### config.mk
export PLATFORM = sky130hd
export DESIGN_NAME = bbpd_decimator
export DESIGN_NICKNAME = d
export VERILOG_FILES = /design/src/rtl/bbpd_decimator.sv
export SDC_FILE = /design/constraint.sdc
export NUM_CORES = 1
export LEC_CHECK = 0
export CORE_AREA = 2 2 45 47
export CTS_BUF_LIST = sky130_fd_sc_hd__clkbuf_4
export DETAILED_ROUTE_END_ITERATION = 16
export DIE_AREA = 0 0 47 49
export PLACE_DENSITY_LB_ADDON = 0.12
export SYNTH_ARGS = -nofsm -noshare
export SYNTH_HDL_FRONTEND = slang
export SYNTH_SLANG_ARGS = --single-unit
export TNS_END_PERCENT = 100
### constraint.sdc
create_clock -name clk -period 2.5 [get_ports clk]
set_input_delay 0.5 -clock clk [delete_from_list [all_inputs] [get_ports clk]]
set_output_delay 0.5 -clock clk [all_outputs]
set_load 0.02 [all_outputs]
### src/rtl/bbpd_decimator.sv
// Alexander bang-bang phase detector followed by a decimating up/dn vote over Ndec decisions.
// Optional macro PD_STAT_EN adds trans_cnt: transitions seen in the last closed window.
module bbpd_decimator #(
  parameter int Ndec = 8,
  parameter int Th   = 0
) (
  input  logic       clk,
  input  logic       rst,
  input  logic       en,
  input  logic       d_prev,
  input  logic       e_mid,
  input  logic       d_now,
  output logic       up,
  output logic       dn
`ifdef PD_STAT_EN
  ,
  output logic [7:0] trans_cnt
`endif
);
  localparam int Wacc = $clog2(Ndec) + 2;
  localparam int Wcnt = $clog2(Ndec);
  localparam logic signed [Wacc-1:0] TH_POS   = Wacc'(Th);
  localparam logic signed [Wacc-1:0] TH_NEG   = -TH_POS;
  localparam logic [Wcnt-1:0]        CNT_LAST = Wcnt'(Ndec - 1);

  logic                   late_q, late_d, early_q, early_d, en_d_q, en_d_d;
  logic signed [Wacc-1:0] acc_q, acc_d, vote, total;
  logic [Wcnt-1:0]        cnt_q, cnt_d;
  logic                   up_q, up_d, dn_q, dn_d;
  logic                   trans, close;

  always_comb begin
    trans   = d_prev ^ d_now;
    late_d  = en & trans & (e_mid == d_now);
    early_d = en & trans & (e_mid == d_prev);
    en_d_d  = en;

    vote = '0;
    if (late_q)
      vote = Wacc'(1);
    else if (early_q)
      vote = '1;
    total = acc_q + vote;

    // The closing decision is folded into total so the window sees all Ndec votes.
    close = en_d_q && (cnt_q == CNT_LAST);
    acc_d = acc_q;
    cnt_d = cnt_q;
    up_d  = 1'b0;
    dn_d  = 1'b0;
    if (close) begin
      acc_d = '0;
      cnt_d = '0;
      up_d  = (total > TH_POS);
      dn_d  = (total < TH_NEG);
    end else if (en_d_q) begin
      acc_d = total;
      cnt_d = cnt_q + 1'b1;
    end
  end

  always_ff @(posedge clk or posedge rst) begin
    if (rst) begin
      late_q  <= 1'b0;
      early_q <= 1'b0;
      en_d_q  <= 1'b0;
      acc_q   <= '0;
      cnt_q   <= '0;
      up_q    <= 1'b0;
      dn_q    <= 1'b0;
    end else begin
      late_q  <= late_d;
      early_q <= early_d;
      en_d_q  <= en_d_d;
      acc_q   <= acc_d;
      cnt_q   <= cnt_d;
      up_q    <= up_d;
      dn_q    <= dn_d;
    end
  end

  assign up = up_q;
  assign dn = dn_q;

`ifdef PD_STAT_EN
  logic [7:0] tcnt_q, tcnt_d, tcnt_inc, trans_cnt_q, trans_cnt_d;

  // Saturating so windows longer than 255 decisions cannot wrap the count.
  always_comb begin
    tcnt_inc = tcnt_q;
    if (en_d_q && (late_q || early_q) && (tcnt_q != 8'hFF))
      tcnt_inc = tcnt_q + 8'd1;
    tcnt_d      = tcnt_inc;
    trans_cnt_d = trans_cnt_q;
    if (close) begin
      tcnt_d      = '0;
      trans_cnt_d = tcnt_inc;
    end
  end

  always_ff @(posedge clk or posedge rst) begin
    if (rst) begin
      tcnt_q      <= '0;
      trans_cnt_q <= '0;
    end else begin
      tcnt_q      <= tcnt_d;
      trans_cnt_q <= trans_cnt_d;
    end
  end

  assign trans_cnt = trans_cnt_q;
`endif

endmodule

* Word-level counts from Yosys, hierarchy flattened
Index checks and enable logic that the tools add are counted.
** Storage, ports and cells
- Flip-flop bits (word level) :: 13
- Input bits :: 6
- Output and inout bits :: 2
** Operators by class
- $add $sub $neg :: 2
- Order comparisons :: 2
- Equal/unequal tests :: 3
- Mux-type cells :: 8
- Bitwise logic cells :: 4
- Reductions and logical operators :: 2
** Operators by type and width (count)
- two-way mux 5 bit :: 4
- two-way mux 3 bit :: 2
- adder 5 bit :: 1
- > comparator 5 x 1 -> 1 bit (second input constant) :: 1
- < comparator 5 x 1 -> 1 bit (second input constant) :: 1
- adder 3 x 1 -> 3 bit (second input constant) :: 1
- AND 1 bit :: 3
- equality test 3 bit (second input constant) :: 1
- equality test 1 bit :: 2
- two-way mux 1 bit :: 2
- nonzero test 2 bit :: 1
- logical AND 1 bit :: 1
- bitwise XOR 1 bit :: 1

* Longest topological paths before layout
Gate-level depths: netlist of run 1.
- Depth after elaboration :: 5
- Depth in mapped cells :: 7
- Gate-level depth less buffers :: 7

* Least setup slack after synthesis of run 1
OpenSTA, ideal clock, no wires.
- Path kind :: register -> register
- Start :: register late_q
- End :: register up_q, in the netlist up
- Arrival :: 1.831 ns
- Required time :: 2.401 ns
- Path slack :: 0.569 ns
- Cell stages (with the launch flop) :: 8
- Period minus slack after synthesis :: 1.931 ns
- Cell sequence :: dfrtp_1 or2_2 ha_1 ha_1 nor4b_2 a32oi_2 xnor2_1 a311oi_1
** On the way
- Word-level cells in the longest chain between the ends :: 4
** RTL lines
- start: declaration :: line 26 : logic late_q, late_d, early_q, early_d, en_d_q, en_d_d;
- start signal: assignment :: line 72 : late_q <= late_d;
- two-way mux 5 bit :: line 39 : if (late_q)
- adder 5 bit :: line 43 : total = acc_q + vote;
- > comparator 5 x 1 -> 1 bit :: line 54 : up_d = (total > TH_POS);
- two-way mux 1 bit :: line 51 : if (close) begin
- named net up_d :: line 29 : logic up_q, up_d, dn_q, dn_d;
- end signal: assignment :: line 77 : up_q <= up_d;
- end: declaration :: line 29
The timed path passes the listed nets, and every way through them passes these cells.
A chain may end at the register's enable or synchronous reset.

* Worst setup path in the final report of run 1
- Start :: register early_q
- End :: register up_q, in the netlist up
** On the way
- Word-level cells in the longest chain between the ends :: 5
** RTL lines
- start: declaration :: line 26
- start signal: assignment :: line 73 : early_q <= early_d;
- two-way mux 5 bit :: line 41 : else if (early_q)
- two-way mux 5 bit :: line 39
- adder 5 bit :: line 43
- > comparator 5 x 1 -> 1 bit :: line 54
- two-way mux 1 bit :: line 51
- named net up_d :: line 29
The timed path passes the listed nets, and every way through them passes these cells.

==> results of run 1 <==
[power by group through the flow]
stage,sequential [W],combinational [W],clock [W]
after global placement,0.000324,0.000208,0
after global routing,0.000331,0.000243,0.000154
final,0.000319,0.000208,0.000136
after CTS,0.000320,0.000212,0.000142
after detailed placement,0.000324,0.000211,0
after floorplan,0.000313,0.000165,0
[sequential cells by signal, summed over array words and instances (netlist names)]
name	flops
up	1
cnt_q	3
dn	1
en_d_q	1
early_q	1
late_q	1
acc_q	5
[worst max-delay path, delay by kind of cell (launching register included)]
kind                     cells  cell delay [ns]
AO/OA/AOI/OAI                2             0.40
XOR/XNOR                     1             0.16
AND/OR/NAND/NOR              2             0.58
adder cells (fa/ha/maj)      2             0.43
flip-flops                   1             0.43
[layout by cell type, fill, tap and decap left out]
master and instances:
dfrtp_1 13, clkdlybuf4s50_1 7, inv_1 6, nand2_1 5
nor2_1 5, xnor2_1 4, ha_1 4, clkbuf_4 4
o21ai_0 3, nor2b_1 2, nand2b_1 2, a21oi_1 2
o22ai_1 2, nand3b_1 2, nand2b_4 1, nor4b_2 1
or2_2 1, or3b_2 1, a21boi_0 1, and2_0 1
a32oi_2 1, and3_1 1, and2_1 1, nor3b_1 1
a32oi_1 1, a311oi_1 1, mux2i_1 1, o311ai_1 1
mux2_2 1
[layer usage]
| layer | routed length [um] | track usage [%] | up-vias | part of all wire (%) |
|---|---|---|---|---|
| li1 | - | - | 248 | - |
| met1 | 527 | 17.3 | 227 | 47 |
| met2 | 551 | 17.1 | 7 | 49 |
| met3 | 39 | 3.33 | 0 | 3.5 |
| met4 | 0 | 2.78 | 0 | 0 |
| met5 | 0 | 0 | - | 0 |
[cell type report]
class | instances | area [sq um] | area share [%]
sequential | 13 | 325 | 39.5
multi-input combinational | 46 | 342 | 41.5
timing repair buffer | 7 | 70.1 | 8.51
inverter | 6 | 22.5 | 2.74
tap | 27 | 33.8 | 4.10
clock buffer | 4 | 30.0 | 3.65
[worst max path at each step]
stage,endpoint,start,slack (ns)
2_1_floorplan,up,late_q,0.57
3_3_place_gp,up,late_q,0.49
3_5_place_dp,up,early_q,0.41
4_1_cts,up,early_q,0.39
5_1_grt,up,late_q,0.30
6_report,up,early_q,0.40
[per-stage QoR]
stage	hold WS (ns)	cell area, sq um
CTS	0.497	823
global placement	0.477	793
finish	0.490	823
global route	0.522	823
floorplan	0.377	693
detailed placement	0.486	793
[cells by family after synthesis]
family / after synthesis / synth area share, %
compound gates: 12 / 12.6
flops: 13 / 46.9
fa+ha+maj: 4 / 7.22
simple gates: 24 / 21.3
xor+xnor: 4 / 5.05
mux: 2 / 3.07
buf+inv: 7 / 3.79
==> reports/qor.yml, run 1 <==
ys_ff_latch: 13
finalHoldViolCount: 0
netlist.area_leader.share_pct: 46.9
place_ws_ns: 0.412
power.switching_w: 0.000218
final_layout_size_suffix_gt1_share_pct: 13.2
start_util_pct: 37.6
timing.rr.start: "early_q"
power_frac_seq_pct: 48.2
dr.pass1.iters: 3
cts_setup_buffers: 0
clock_path_buffers: 2
p_int_w: 0.000445
synth_commonest_cells: "13 x dfrtp_1, 6 x inv_1, 5 x nand2_1, 5 x nor2_1"
clk_pin_slew_worst_paths_ns: 0.08
ys_seq_area_share_pct: 46.9
pwr-share-clk_pct: 20.5
cp_max_fo: 4
cts_root_buffer: "clkbuf_4"
slowest_delay_ns: 0.43
finalWorstSetupSlack_ns: 0.399
min_path_type: "reg -> reg"
synth.avg_cell_area_sq_um: 10.5
synth_edf_count: 0
clkLatencyLatePin_ns: 0.26
holdPathStages: 1
p_leak_nw: 0.359
setup_viol: 0
rsz0062_at_grt: "no"
slew_violations: 0
whs_endpoint: "cnt_q[0]"
cts-hold-fix-buffers: 0
worstSetupPathType: "reg -> reg"
p_sw_share_pct: 32.9
worst_pin_slew_ns: 0.496
core_sq_mm: 0.00184
path_cells: "or2_2 > ha_1 > ha_1 > nor4b_2 > a32oi_2 > xnor2_1 > a311oi_1"
post-route-drc-count: 0
dieArea_sq_mm: 0.00230
fin_cells: 103
wirelength_um: 1120
grt_usage_pct: 11.8
setup.worst_path.start_class: "flip-flop"
synth_warnings: 0
max_clock_freq_ghz: 0.476
dp_cells: 99
synth_area_leaders: "dfrtp_1 47%, ha_1 7.2%, xnor2_1 5.1%"
overflow: 0
synthFlopType: "dfrtp_1"
holdCritStartpoint: "cnt_q[0]"
via_per_inst: 4.68
yosysUniqueCellTypes: 28
diodes: 0
skew_ns: 0.00288
rows: 16
rrSetupSlack_ns: 0.40
timing.rr.end: "up"
die_w_um: 47
h-tree-depth: 1
power.density_mw_per_mm2: 805
crit_arrival_ns: 2.26
cp_common_cell: "ha_1"
grt_max_degree: 14
cts_made_buffers: 3
synth_nets: 76
area_growth_pct: 18.8
finalSetupTns_ns: 0
fillers: 188
synthArstFlopShare_pct: 100
min_period_ns: 2.10
gp_congestion: 0.765
drv_cap: 0
routedWlPerCell_um: 10.8
power_frac_comb_pct: 31.4
yosysMostFrequentCell: "dfrtp_1"
fin_nets: 87
total_power_w: 0.000663
synth_area_leader_cell: "dfrtp_1"
worstRegToRegCells: 7
post-route-util_pct: 44.7
port_buffers: 7
status: "finished clean"
hpwlAfterDp_um: 890
cpMaxStageDelayCell: "dfrtp_1"
clock_sinks: 13
synth.cell_area_sq_um: 693
ios: 8
syn_inst: 66
num_vias: 482
cts_tree: "built"
cts_resized: 0
dieHeight_um: 49
drtIter0Drc: 7
peakVddDrop_v: 0.000290
worst-endpoint-required_ns: 2.66
grt_pass1_vias: 465
end_kind: "flip-flop"
ant_nets: 0
grt_first_pass_wirelength_um: 1980
slew_headroom_pct: 66.9
grt_antenna_before_repair: 0
post-route-period-util_pct: 84.0
No activity file was read; power rests on OpenSTA's default activity.
==> run 2: changes to the inputs <==
==> constraint.sdc (replaced) <==
create_clock -name clk -period 2.1 [get_ports clk]
set_input_delay 0.42 -clock clk [delete_from_list [all_inputs] [get_ports clk]]
set_output_delay 0.42 -clock clk [all_outputs]
set_load 0.02 [all_outputs]
==> reports/qor.yml, run 2 (synthesis results as in run 1) <==
die_w_um: 47  # unchanged
num_vias: 511  # +6.0%
drv_cap: 0  # unchanged
worst_pin_slew_ns: 0.498  # +0.00192 ns
most-common-layout-cells: "13 x dfrtp_1, 7 x clkdlybuf4s50_1, 6 x inv_1"
fin_nets: 89  # +2.3%
setup.worst_path.start_class: "flip-flop"
ant_nets: 0  # unchanged
finalSetupTns_ns: 0  # unchanged
grt_first_pass_wirelength_um: 2160  # +9.0%
cpLargestDelayFamily: "compound AO/OA/AOI/OAI gates"
core_sq_mm: 0.00184  # unchanged
max_clock_freq_ghz: 0.518  # +8.9%
drtIter0Drc: 2  # -5
worstRegToRegCells: 7  # unchanged
slowest_delay_ns: 0.38  # -0.05 ns
diodes: 0  # unchanged
via_per_inst: 4.87  # +4.0%
dieArea_sq_mm: 0.00230  # unchanged
start_util_pct: 37.6  # unchanged
status: "finished clean"
cts-hold-fix-buffers: 0  # unchanged
dr.pass1.iters: 2  # -1
seqCellArea_sq_um: 325  # unchanged
cts_made_buffers: 3  # unchanged
min_period_ns: 1.93  # -0.171 ns
overflow: 0  # unchanged
dieHeight_um: 49  # unchanged
port_buffers: 7  # unchanged
wirelength_um: 1220  # +9.0%
p_leak_nw: 0.369  # +2.6%
gp_congestion: 0.763  # -0.17%
fillers: 181  # -3.7%
setup_viol: 0  # unchanged
clk_pin_slew_worst_paths_ns: 0.08  # about the same
worstSetupPathType: "reg -> reg"
peakVddDrop_v: 0.000393  # +35%
cts_setup_buffers: 0  # unchanged
cp_max_fo: 3  # -1
grt_max_degree: 14  # unchanged
cp.depth: 7  # unchanged
reg_top3: "acc_q x5, cnt_q x3"
grt_usage_pct: 13.4  # +1.6 points
largest_register_ffs: 5  # unchanged
final_layout_size_suffix_gt1_share_pct: 16.7  # +3.5 points
slew_violations: 0  # unchanged
rows: 16  # unchanged
clock_sinks: 13  # unchanged
post-route-drc-count: 0  # unchanged
clock_path_buffers: 2  # unchanged
final_common_cell: "dfrtp_1"
path_buf_inv: 0  # unchanged
path_cells: "or2_2 > ha_1 > ha_2 > and2_0 > a32oi_2 > xnor2_1 > a311oi_1"
finalHoldViolCount: 0  # unchanged
hpwlAfterDp_um: 915  # +2.8%
power.density_mw_per_mm2: 954  # +19%
cts_root_buffer: "clkbuf_4"
end_kind: "flip-flop"
total_power_w: 0.000811  # +22%
cts_resized: 0  # unchanged
ios: 8  # unchanged
worst-endpoint-required_ns: 2.28  # -0.38 ns
grt_antenna_before_repair: 0  # unchanged
clkLatencyLatePin_ns: 0.28  # +0.02 ns
cpMaxStageDelayCell: "dfrtp_1"
post-route-period-util_pct: 91.9  # +7.9 points
routedWlPerCell_um: 11.6  # +6.9%
area_growth_pct: 22.6
grt_pass1_vias: 508  # +9.2%
multi_input_area_sq_um: 353  # +3.3%
rsz0062_at_grt: "no"
h-tree-depth: 1  # unchanged
crit_arrival_ns: 2.11  # -0.15 ns
slew_headroom_pct: 66.8  # -0.13 points
cts_tree: "built"
skew_ns: 0.00431  # +0.00143 ns
largest_register: "acc_q"
min_path_type: "in -> async"
[run 2: cell count changes in the layout (fill, tap and decap cells not counted)]
| cell | change |
|---|---|
| ha_2 | +1 |
| nor4b_4 | +1 |
| nor4b_2 | -1 |
| buf_4 | +2 |
| ha_1 | -1 |
[run 2: final timing paths]
path                       startpoint       end  slack (ns)
max                            late_q        up        0.17
min                               rst  cnt_q[2]        0.46
max reg2reg                    late_q        up        0.17
min reg2reg                  cnt_q[0]  cnt_q[0]        0.49
max in group asynchronous         rst  acc_q[1]        1.30
min in group clk             cnt_q[0]  cnt_q[0]        0.49
[run 2: area by class of cell]
type	instances	share of cell area, %
multi-input combinational	46	41.5
sequential	13	38.3
timing repair buffer	9	10.0
tap	27	3.98
clock buffer	4	3.53
inverter	6	2.65
[run 2: where the power goes]
group	switching [W]	internal (W)	total, W
Sequential	0.0000665	0.000318	0.000384
Combinational	0.000126	0.000132	0.000258
Clock	0.0000823	0.0000865	0.000169
[run 2: worst register-to-register path: cells and delay by family (launching register included)]
family,cells,cell delay (ns)
compound gates,2,0.48
simple gates,2,0.46
fa+ha+maj,2,0.41
flops,1,0.38
xor+xnor,1,0.11
[run 2: stage by stage]
step	util [%]	instance area [sq um]	cells	setup slack, ns	hold WS, ns
after floorplan	-	693	66	0.169	0.297
after global placement	43.9	808	101	0.159	0.477
after detailed placement	43.9	808	101	0.105	0.484
after CTS	45.5	838	105	0.0854	0.487
after global routing	46.1	850	105	0.0442	0.511
final	46.1	850	105	0.170	0.463
[run 2: layer usage]
layer | track usage (%) | share of wire, % | up-vias
met5 | 0 | 0 | -
met4 | 6.48 | 1.6 | 0
met3 | 5.56 | 4.3 | 4
met2 | 20.8 | 51 | 10
met1 | 15.3 | 43 | 244
li1 | - | - | 253
==> run 3: changes to the inputs <==
==> constraint.sdc (replaced) <==
create_clock -name clk -period 1.8 [get_ports clk]
set_input_delay 0.36 -clock clk [delete_from_list [all_inputs] [get_ports clk]]
set_output_delay 0.36 -clock clk [all_outputs]
set_load 0.02 [all_outputs]
==> reports/qor.yml, run 3 (synthesis results as in run 1) <==
setup.worst_path.start_class: "flip-flop"
min_path_type: "in -> async"
worstSetupPathType: "reg -> reg"
hpwlAfterDp_um: 970  # +5.9%
status: "finished, violations left"
worst_pin_slew_ns: 0.524  # +0.0269 ns
clkLatencyLatePin_ns: 0.28  # about the same
overflow: 0  # unchanged
area_growth_pct: 38.1
dp_cells: 103  # +2.0%
fin_area_sq_um: 957  # +13%
final_common_cell: "dfrtp_1"
cts_made_buffers: 3  # unchanged
slew_violations: 0  # unchanged
routedWlPerCell_um: 12.9  # +11%
slowest_delay_ns: 0.41  # +0.03 ns
fillers: 186  # +2.8%
post-route-period-util_pct: 105  # +13 points
post-route-util_pct: 52.0  # +5.8 points
failed_checks: "setup timing"
cp_common_cell: "ha_4"
via_per_inst: 4.73  # -2.7%
end_kind: "flip-flop"
drv_cap: 0  # unchanged
worst-endpoint-required_ns: 1.94  # -0.34 ns
grt_first_pass_wirelength_um: 2500  # +16%
ios: 8  # unchanged
peakVddDrop_v: 0.000508  # +29%
max_clock_freq_ghz: 0.529  # +2.1%
gp_congestion: 0.752  # -1.4%
crit_arrival_ns: 2.03  # -0.08 ns
largest_register: "acc_q"
rsz0062_at_grt: "yes"
grt_pass1_vias: 573  # +13%
drtIter0Drc: 1  # -1
seqCellArea_sq_um: 325  # unchanged
place_area_sq_um: 860  # +6.3%
post-route-drc-count: 0  # unchanged
largest_register_ffs: 5  # unchanged
finalHoldViolCount: 0  # unchanged
dr.pass1.iters: 2  # unchanged
cpLargestDelayFamily: "simple AND/OR/NAND/NOR gates"
core_sq_mm: 0.00184  # unchanged
p_leak_nw: 0.403  # +9.3%
setup_viol: 4  # +4
power.density_mw_per_mm2: 1110  # +17%
multi_input_area_sq_um: 430  # +22%
cpMaxStageDelayCell: "dfrtp_1"
slew_headroom_pct: 65.0  # -1.8 points
cts_tree: "built"
dieHeight_um: 49  # unchanged
cp_max_fo: 3  # unchanged
cts_root_buffer: "clkbuf_4"
skew_ns: 0.00679  # +0.00248 ns
grt_antenna_before_repair: 0  # unchanged
grt_max_degree: 14  # unchanged
path_buf_inv: 0  # unchanged
finalWorstSetupSlack_ns: -0.0911  # -0.261 ns
clk_pin_slew_worst_paths_ns: 0.09  # about the same
clock_sinks: 13  # unchanged
diodes: 0  # unchanged
clock_path_buffers: 2  # unchanged
wirelength_um: 1410  # +15%
ant_nets: 0  # unchanged
finalSetupTns_ns: -0.207  # -0.207 ns
h-tree-depth: 1  # unchanged
fin_cells: 109  # +3.8%
grt_usage_pct: 15.6  # +2.2 points
path_cells: "or2_4 > ha_4 > ha_4 > nor4b_4 > a21oi_1 > xnor2_1 > a311oi_2"
port_buffers: 7  # unchanged
num_vias: 516  # +0.98%
start_util_pct: 37.6  # unchanged
min_period_ns: 1.89  # -0.0389 ns
fin_nets: 93  # +4.5%
final_layout_size_suffix_gt1_share_pct: 30.5  # +14 points
dieArea_sq_mm: 0.00230  # unchanged
reg_top3: "acc_q x5, cnt_q x3"
die_w_um: 47  # unchanged
rows: 16  # unchanged
most-common-layout-cells: "13 x dfrtp_1, 7 x clkdlybuf4s50_1, 6 x inv_1, 6 x buf_4"
==> run 3: cell types whose count changed in the layout (fill, tap and decap cells not counted), sizes merged <==
cell,previous run,this run
buf,2,6
==> run 3: power breakdown <==
group	internal (W)	switching, W
combinational	0.000214	0.000207
sequential	0.000371	0.0000746
clock	0.000101	0.0000988
total	0.000685	0.000380
==> run 3: final timing paths <==
path,cells past startpoint,slack (ns),endpoint,start
max,7,-0.09,up,late_q
min,2,0.41,acc_q[1],rst
max reg2reg,7,-0.09,up,late_q
min reg2reg,1,0.49,cnt_q[0],cnt_q[0]
max in group asynchronous,2,1.04,acc_q[4],rst
min in group clk,1,0.49,cnt_q[0],cnt_q[0]
==> run 3: final cells by class <==
| class | instances | area share (%) |
|---|---|---|
| clock buffer | 4 | 3.14 |
| inverter | 6 | 2.35 |
| multi-input combinational | 46 | 45.0 |
| sequential | 13 | 34.0 |
| tap | 27 | 3.53 |
| timing repair buffer | 13 | 12.0 |
==> run 3: metrics by stage <==
step,total power (W),setup WS [ns],hold slack (ns)
final,0.00107,-0.0911,0.410
after detailed placement,0.000808,-0.0488,0.474
after global routing,0.00116,-0.170,0.466
after CTS,0.00103,-0.0386,0.436
after global placement,0.000798,-0.00469,0.479
after floorplan,0.000700,0.00507,0.237
==> run 3: timing repair <==
| item | CTS | global route |
|---|---|---|
| setup buffers | 2 | 0 |
| gates resized for setup | 3 | 6 |
| endpoints found under the setup margin | 3 | 5 |
| pin swaps | 7 | 5 |
| hold buffers | 0 | 0 |
==> run 3: per-layer routing <==
metal / track usage (%) / share of wire (%) / vias up
li1: - / - / 262
met1: 18.0 / 42 / 243
met5: 0 / 0 / -
met3: 3.33 / 2.1 / 2
met2: 26.9 / 54 / 9
met4: 5.56 / 1.1 / 0
